### src/rtl/imem_loader.sv
// imem_loader: boot loader turning a framed UART byte stream into 32-bit instruction memory writes.
// Build option IMEM_LOADER_CHECKSUM_EN adds a trailing XOR checksum byte to every frame.
module imem_loader #(
  parameter int MEM_WORDS = 8196,
  parameter int ADDR_W    = $clog2(MEM_WORDS)
) (
  input  logic        clk,
  input  logic        rst,
  input  logic [7:0]  rx_data,
  input  logic        rx_valid,
  output logic        rx_ready,
  output logic        mem_we,
  output logic [31:0] mem_addr,
  output logic [31:0] mem_wdata,
  output logic        cpu_hold,
  output logic        load_done,
  output logic        load_error
);

  localparam logic [2:0] S_IDLE  = 3'd0;
  localparam logic [2:0] S_LEN   = 3'd1;
  localparam logic [2:0] S_DATA  = 3'd2;
  localparam logic [2:0] S_DONE  = 3'd4;
  localparam logic [2:0] S_ERROR = 3'd5;
`ifdef IMEM_LOADER_CHECKSUM_EN
  localparam logic [2:0] S_CSUM  = 3'd3;
  localparam logic [2:0] S_PAY_END = S_CSUM;
`else
  localparam logic [2:0] S_PAY_END = S_DONE;
`endif

  logic [2:0]        state_r;
  logic [2:0]        state_nx_s;
  logic [1:0]        byte_cnt_r;
  logic [31:0]       len_r;
  logic [23:0]       word_r;
  logic [ADDR_W-1:0] word_idx_r;
  logic [31:0]       len_full_s;
  logic [31:0]       word_full_s;
  logic              accept_s;
  logic              sync_s;
  logic              last_word_s;

`ifdef IMEM_LOADER_CHECKSUM_EN
  logic [7:0] xor_r;

  function automatic logic [7:0] xor_fold(input logic [7:0] acc, input logic [7:0] b);
    return acc ^ b;
  endfunction
`endif

  // Length and payload arrive little-endian, so new bytes shift in from the top.
  assign accept_s    = rx_valid & rx_ready;
  assign sync_s      = (rx_data == 8'hA5);
  assign len_full_s  = {rx_data, len_r[31:8]};
  assign word_full_s = {rx_data, word_r};
  assign last_word_s = ({{(32-ADDR_W){1'b0}}, word_idx_r} == (len_r - 32'd1));

  // Next-state decode; the state only moves on an accepted byte.
  always_comb begin
    state_nx_s = state_r;
    if (accept_s) begin
      case (state_r)
        S_IDLE, S_DONE, S_ERROR: begin
          if (sync_s) state_nx_s = S_LEN;
          else        state_nx_s = state_r;
        end
        S_LEN: begin
          if (byte_cnt_r != 2'd3)                 state_nx_s = state_r;
          else if (len_full_s > 32'(MEM_WORDS))   state_nx_s = S_ERROR;
          else if (len_full_s == 32'd0)           state_nx_s = S_PAY_END;
          else                                    state_nx_s = S_DATA;
        end
        S_DATA: begin
          if ((byte_cnt_r == 2'd3) && last_word_s) state_nx_s = S_PAY_END;
          else                                     state_nx_s = state_r;
        end
`ifdef IMEM_LOADER_CHECKSUM_EN
        S_CSUM: begin
          if (rx_data == xor_r) state_nx_s = S_DONE;
          else                  state_nx_s = S_ERROR;
        end
`endif
        default: state_nx_s = S_IDLE;
      endcase
    end else begin
      state_nx_s = state_r;
    end
  end

  // Frame datapath, memory write port and status flags derived from the next state.
  always_ff @(posedge clk) begin
    if (rst) begin
      state_r    <= S_IDLE;
      byte_cnt_r <= 2'd0;
      len_r      <= 32'd0;
      word_r     <= 24'd0;
      word_idx_r <= {ADDR_W{1'b0}};
`ifdef IMEM_LOADER_CHECKSUM_EN
      xor_r      <= 8'd0;
`endif
      rx_ready   <= 1'b1;
      mem_we     <= 1'b0;
      mem_addr   <= 32'd0;
      mem_wdata  <= 32'd0;
      cpu_hold   <= 1'b1;
      load_done  <= 1'b0;
      load_error <= 1'b0;
    end else begin
      state_r    <= state_nx_s;
      rx_ready   <= 1'b1;
      mem_we     <= 1'b0;
      cpu_hold   <= (state_nx_s != S_DONE);
      load_done  <= (state_nx_s == S_DONE);
      load_error <= (state_nx_s == S_ERROR);
      if (accept_s) begin
        case (state_r)
          S_IDLE, S_DONE, S_ERROR: begin
            if (sync_s) begin
              byte_cnt_r <= 2'd0;
              len_r      <= 32'd0;
              word_r     <= 24'd0;
              word_idx_r <= {ADDR_W{1'b0}};
`ifdef IMEM_LOADER_CHECKSUM_EN
              xor_r      <= 8'd0;
`endif
            end
          end
          S_LEN: begin
            len_r      <= len_full_s;
            byte_cnt_r <= byte_cnt_r + 2'd1;
          end
          S_DATA: begin
            word_r     <= word_full_s[31:8];
            byte_cnt_r <= byte_cnt_r + 2'd1;
`ifdef IMEM_LOADER_CHECKSUM_EN
            xor_r      <= xor_fold(xor_r, rx_data);
`endif
            if (byte_cnt_r == 2'd3) begin
              mem_we    <= 1'b1;
              mem_addr  <= {{(30-ADDR_W){1'b0}}, word_idx_r, 2'b00};
              mem_wdata <= word_full_s;
              // Hold the index on the final word so it never reaches MEM_WORDS.
              if (!last_word_s) word_idx_r <= word_idx_r + {{(ADDR_W-1){1'b0}}, 1'b1};
            end
          end
          default: begin
          end
        endcase
      end
    end
  end

endmodule

### config.mk
export PLATFORM = sky130hd
export DESIGN_NAME = imem_loader
export DESIGN_NICKNAME = d
export VERILOG_FILES = /design/src/rtl/imem_loader.sv
export SDC_FILE = /design/constraint.sdc
export NUM_CORES = 1
export LEC_CHECK = 0
export CAP_MARGIN = 30
export CORE_MARGIN = 2
export CORE_UTILIZATION = 45
export CTS_CLUSTER_SIZE = 14
export DETAILED_ROUTE_END_ITERATION = 8
export GPL_TIMING_DRIVEN = 0
export PLACE_DENSITY_LB_ADDON = 0.15
export SYNTH_ARGS = -nofsm -noshare
export SYNTH_HDL_FRONTEND = slang
export SYNTH_SLANG_ARGS = --single-unit
### constraint.sdc
create_clock -name clk -period 6.5 [get_ports clk]
set_input_delay 1.625 -clock clk [delete_from_list [all_inputs] [get_ports clk]]
set_output_delay 1.625 -clock clk [all_outputs]
set_load 0.005 [all_outputs]
### After elaboration in Yosys (flattened, before gate mapping)

Index checks and enable logic that the tools add are counted.

* register bits after elaboration: 125
* input port bits: 11
* output and inout port bits: 69
* logic and storage cells: 63

* $add $sub $neg: 3
* magnitude comparators: 1
* equality and inequality tests: 14
* muxes and demuxes: 18
* bitwise operators: 2
* reduce and logical (&&, ||, !) cells: 14

Operator list (number)
* case mux 32 bit (2 select lines): 1
* case mux 24 bit (2 select lines): 1
* 2-to-1 mux 14 bit: 3
* equality test 14 x 32 -> 1 bit: 1
* greater-than comparator 32 x 14 -> 1 bit (second input constant): 1
* logical NOT 32 bit: 1
* 2-to-1 mux 32 bit: 1
* subtractor 32 x 1 -> 32 bit (second input constant): 1
* case mux 14 bit (2 select lines): 1
* 2-to-1 mux 24 bit: 1
* 2-to-1 mux 3 bit: 6
* adder 14 x 1 -> 14 bit (second input constant): 1
* equality test 3 bit (second input constant): 4
* AND reduction 3 bit: 4
* case mux 3 bit (3 select lines): 1
* equality test 8 bit (second input constant): 1
* inequality test 2 bit (second input constant): 4
* nonzero test 2 bit: 3
* OR reduction 3 bit: 2
* AND reduction 5 bit: 1
* case mux 2 bit (2 select lines): 1
* equality test 3 x 1 -> 1 bit (second input constant): 1
* equality test 3 x 2 -> 1 bit (second input constant): 1
* logical NOT 3 bit: 1
* other kinds (8): 9

### Depth between registers and ports, before layout

* word-level depth: 7
* depth in mapped cells: 14
* mapped depth without buffers: 11

### Worst setup path after synthesis

No wires, ideal clock.

* path type: input-to-reg
* start point: in rx_data[1]
* end point: reg word_idx_r[12]
* setup time: 0.070 ns
* data arrival time: 3.615 ns
* required time: 6.430 ns
* slack: 2.815 ns
* stages: 7
* buffers on the path: 0
* cells stage by stage: or4_1 -> nor2_1 -> o21ai_0 -> nand2b_1 -> or3_1 -> or4_1 -> a21oi_1

* longest elaborated chain between the ends: 3

Ends and longest elaborated chain
* start: declaration: RTL line 9 `input logic [7:0] rx_data,`
* equality test 8 bit: RTL line 54 `assign sync_s = (rx_data == 8'hA5);`
* inequality test 2 bit (no source line)
* AND reduction 5 bit (no source line)
* end signal: assignment: RTL line 98 `word_idx_r <= {ADDR_W{1'b0}};`
* end signal: assignment: RTL line 123 `word_idx_r <= {ADDR_W{1'b0}};`
* end signal: assignment: RTL line 144 `if (!last_word_s) word_idx_r <= word_idx_r + {{(ADDR_W-1){1'b0}}, 1'b1};`
* end: declaration: RTL line 37 `logic [ADDR_W-1:0] word_idx_r;`

Every way passes these cells.
A chain may end at the register's enable or synchronous reset.

### Final worst setup path

* start point: in rx_data[1]
* end point: reg word_idx_r[8]

Same word-level chain as after synthesis.

==> qor.txt <==
Status: finished, final reports clean
FFs w/ async S/R, synth: 0
Primary FF master, synth: dfxtp_1
Layout cell share with drive strength beyond 1: 0.08242
Placer congestion estimate: 0.9135
Pre-CTS setup slack: 1.719 ns
Clock latency on the worst-skew pair: 0.42 ns
Clk pin slew, worst setup/hold paths: 0.06 ns
Reg2Reg Setup Slack: 2.83 ns
Max Slew Vio Count: 0
Vias in the first global route: 5,272
Fmax: 225.5 MHz
Die Width: 116.7 um
Sequential share of the synthesized area: 0.4382
Syn avg cell area: 7.953 um2
Row count: 41
Synth warnings: 0
Number of enable flip-flop cells after synthesis: 0
Pin count of the biggest net entering global routing: 17
Setup bufs post-CTS: 0
All-Layer GR Usage: 0.2454
Most frequent cells in the layout: nand2_1 (162), dfxtp_1 (125), a21oi_1 (88), nor2_1 (59), clkdlybuf4s50_1 (59)
Final setup fails: 0
Top-Level Pins: 80
Initial DRT Pass Iterations: 5
CTS H-tree depth: 4
Post-CTS Hold Fix Bufs: 0
CP Launch Type: primary input
Minimum clock period: 4.434 ns
RSZ-0062 raised after global routing: no
Buffers on Ports: 59
Initial antenna violation count: 0
Post-CTS sizing: 0
Nets@finish: 827
Maximum clock insertion buffer count: 2
Synth Instances: 718
WS Path Type: primary input to flip-flop
DRC: 0
Static Leakage: 2.559 nW
Final setup margin: 2.066 ns
Worst-Margin Slew: 1.017 ns
Die height: 116.7 um
DR vias: 5,512
Rel. slew slack: 0.3167
Tot Pwr: 0.001824 W
VDD IR-drop max: 0.2053 mV
Max Fanout on Critical Path: 10
Slowest-stage cell, CP: or4_1
Core area: 12,520 um2
Most common cell after layout, fill and taps aside: nand2_1
Worst setup EP type: flip-flop
CP Data Required Time: 6.78 ns
Total grt overflow: 0
CTS buffer count: 17
CP arrival: 4.71 ns
Crit share post-route: 0.6821
Power Dens Cells: 253.0 nW/um2
Post-DRT Antenna Nets: 0
Crit-path max cell delay: 0.61 ns
Total wire length: 16.05 mm
Skew final: 0.005823 ns
Avg WL per Cell: 16.10 um
Final HPWL DP: 11.33 mm
Ant diodes: 0
First-pass GRT wire length: 25.85 mm
DR vias/cell: 5.529
Synth unique cells: 58
Worst-path cell chain: clkdlybuf4s50_1 > or4_1 > nor2_1 > o21ai_0 > nand2b_1 > nor2_1 > or2_2 > clkbuf_1 > clkbuf_1 > a21oi_1
CTS tree: yes
Final setup TNS: 0 ns
Die ar.: 13,610 um2
Cell Area, Synth: 5710 um2
Seq cells post-synth: 125
CTS Sinks: 125
Layout area overhead: 26.25%
Fin. Hold Viols: 0
Clk root buf: clkbuf_16
Initial DRC count: 365
Initial core utilization: 0.4562
Maxcap violations: 0
Worst min path class: flip-flop to flip-flop
[worst paths after layout]
| path | from | to | cells past startpoint |
|---|---|---|---|
| setup / recovery | rx_data[1] | word_idx_r[8] | 10 |
| setup reg to reg | len_r[13] | word_idx_r[8] | 11 |
| hold reg to reg | mem_addr[7] | mem_addr[7] | 2 |
| hold / removal | mem_addr[7] | mem_addr[7] | 2 |
[layer usage]
metal | track usage | wire [um] | share of wire
met1 | 0.3179 | 7063 | 0.44
met2 | 0.3880 | 7582 | 0.47
met3 | 0.06383 | 1034 | 0.064
met4 | 0.1067 | 368 | 0.023
met5 | 0 | 0 | 0
[logic make-up (layout without fill, tap and decap cells)]
kind of cell,count (synthesis),count (layout),share of synthesized area
compound gates,170,170,0.1871
other cells,2,19,0.001315
fa+ha+maj,3,3,0.006574
flops,125,125,0.4382
xor+xnor,21,21,0.03221
buf+inv,78,168,0.06814
simple gates,314,314,0.2574
mux,5,5,0.008983
[cells in the mapped netlist (7+ instances only)]
| master | instances | area (um2) |
|---|---|---|
| nor3_1 | 10 | 50.05 |
| buf_4 | 20 | 150.1 |
| nand4_1 | 10 | 62.56 |
| dfxtp_1 | 125 | 2502 |
| a22oi_1 | 34 | 255.2 |
| nand3_1 | 13 | 65.06 |
| xnor2_1 | 14 | 122.6 |
| nand2_1 | 162 | 608.1 |
| nor2_1 | 59 | 221.5 |
| clkbuf_1 | 42 | 157.7 |
| inv_1 | 8 | 30.03 |
| nor4_1 | 9 | 56.30 |
| or4_1 | 13 | 97.59 |
| xor2_1 | 7 | 61.31 |
| a21oi_1 | 88 | 440.4 |
| o21ai_0 | 7 | 35.03 |
| o31ai_1 | 7 | 52.55 |
| or3_1 | 8 | 50.05 |
[report_power, final]
part | internal (W) | switching [W]
Clock | 0.000653 | 0.000362
Combinational | 0.0000160 | 0.0000260
Sequential | 0.000767 | 0.000000208
[stage by stage]
stage	utilization	std cells	area (um2)	hold slack, ns
floorplan	-	735	5774	0.4321
global placement	0.5257	966	6580	0.4419
detailed placement	0.5257	966	6580	0.4457
CTS	0.5760	997	7209	0.4533
global route	0.5760	997	7209	0.4703
finish	0.5760	997	7209	0.4498
[worst max-delay path: cells and delay by family]
kind | cells | cell delay, ns
simple gates | 5 | 1.56
buf+inv | 3 | 1.28
compound gates | 2 | 0.23
[flip-flops by register name, summed over array words and instances (netlist names)]
| signal | cells |
|---|---|
| len_r | 32 |
| word_r | 24 |
| cpu_hold | 1 |
| mem_addr | 14 |
| mem_wdata | 32 |
| mem_we | 1 |
| state_r | 3 |
| load_error | 1 |
| word_idx_r | 14 |
| byte_cnt_r | 2 |
| load_done | 1 |
[area by class of cell]
class,instances,area [um2]
clock buffers,19,442.9
plain buffers,70,359.1
inverters,8,30.03
clock inverters,12,186.4
flip-flops and latches,125,2502
repair buffers,59,590.6
multi-input cells,532,2883
fillers,1213,5308
well taps,172,215.2
(Power assumes the default switching activity.)
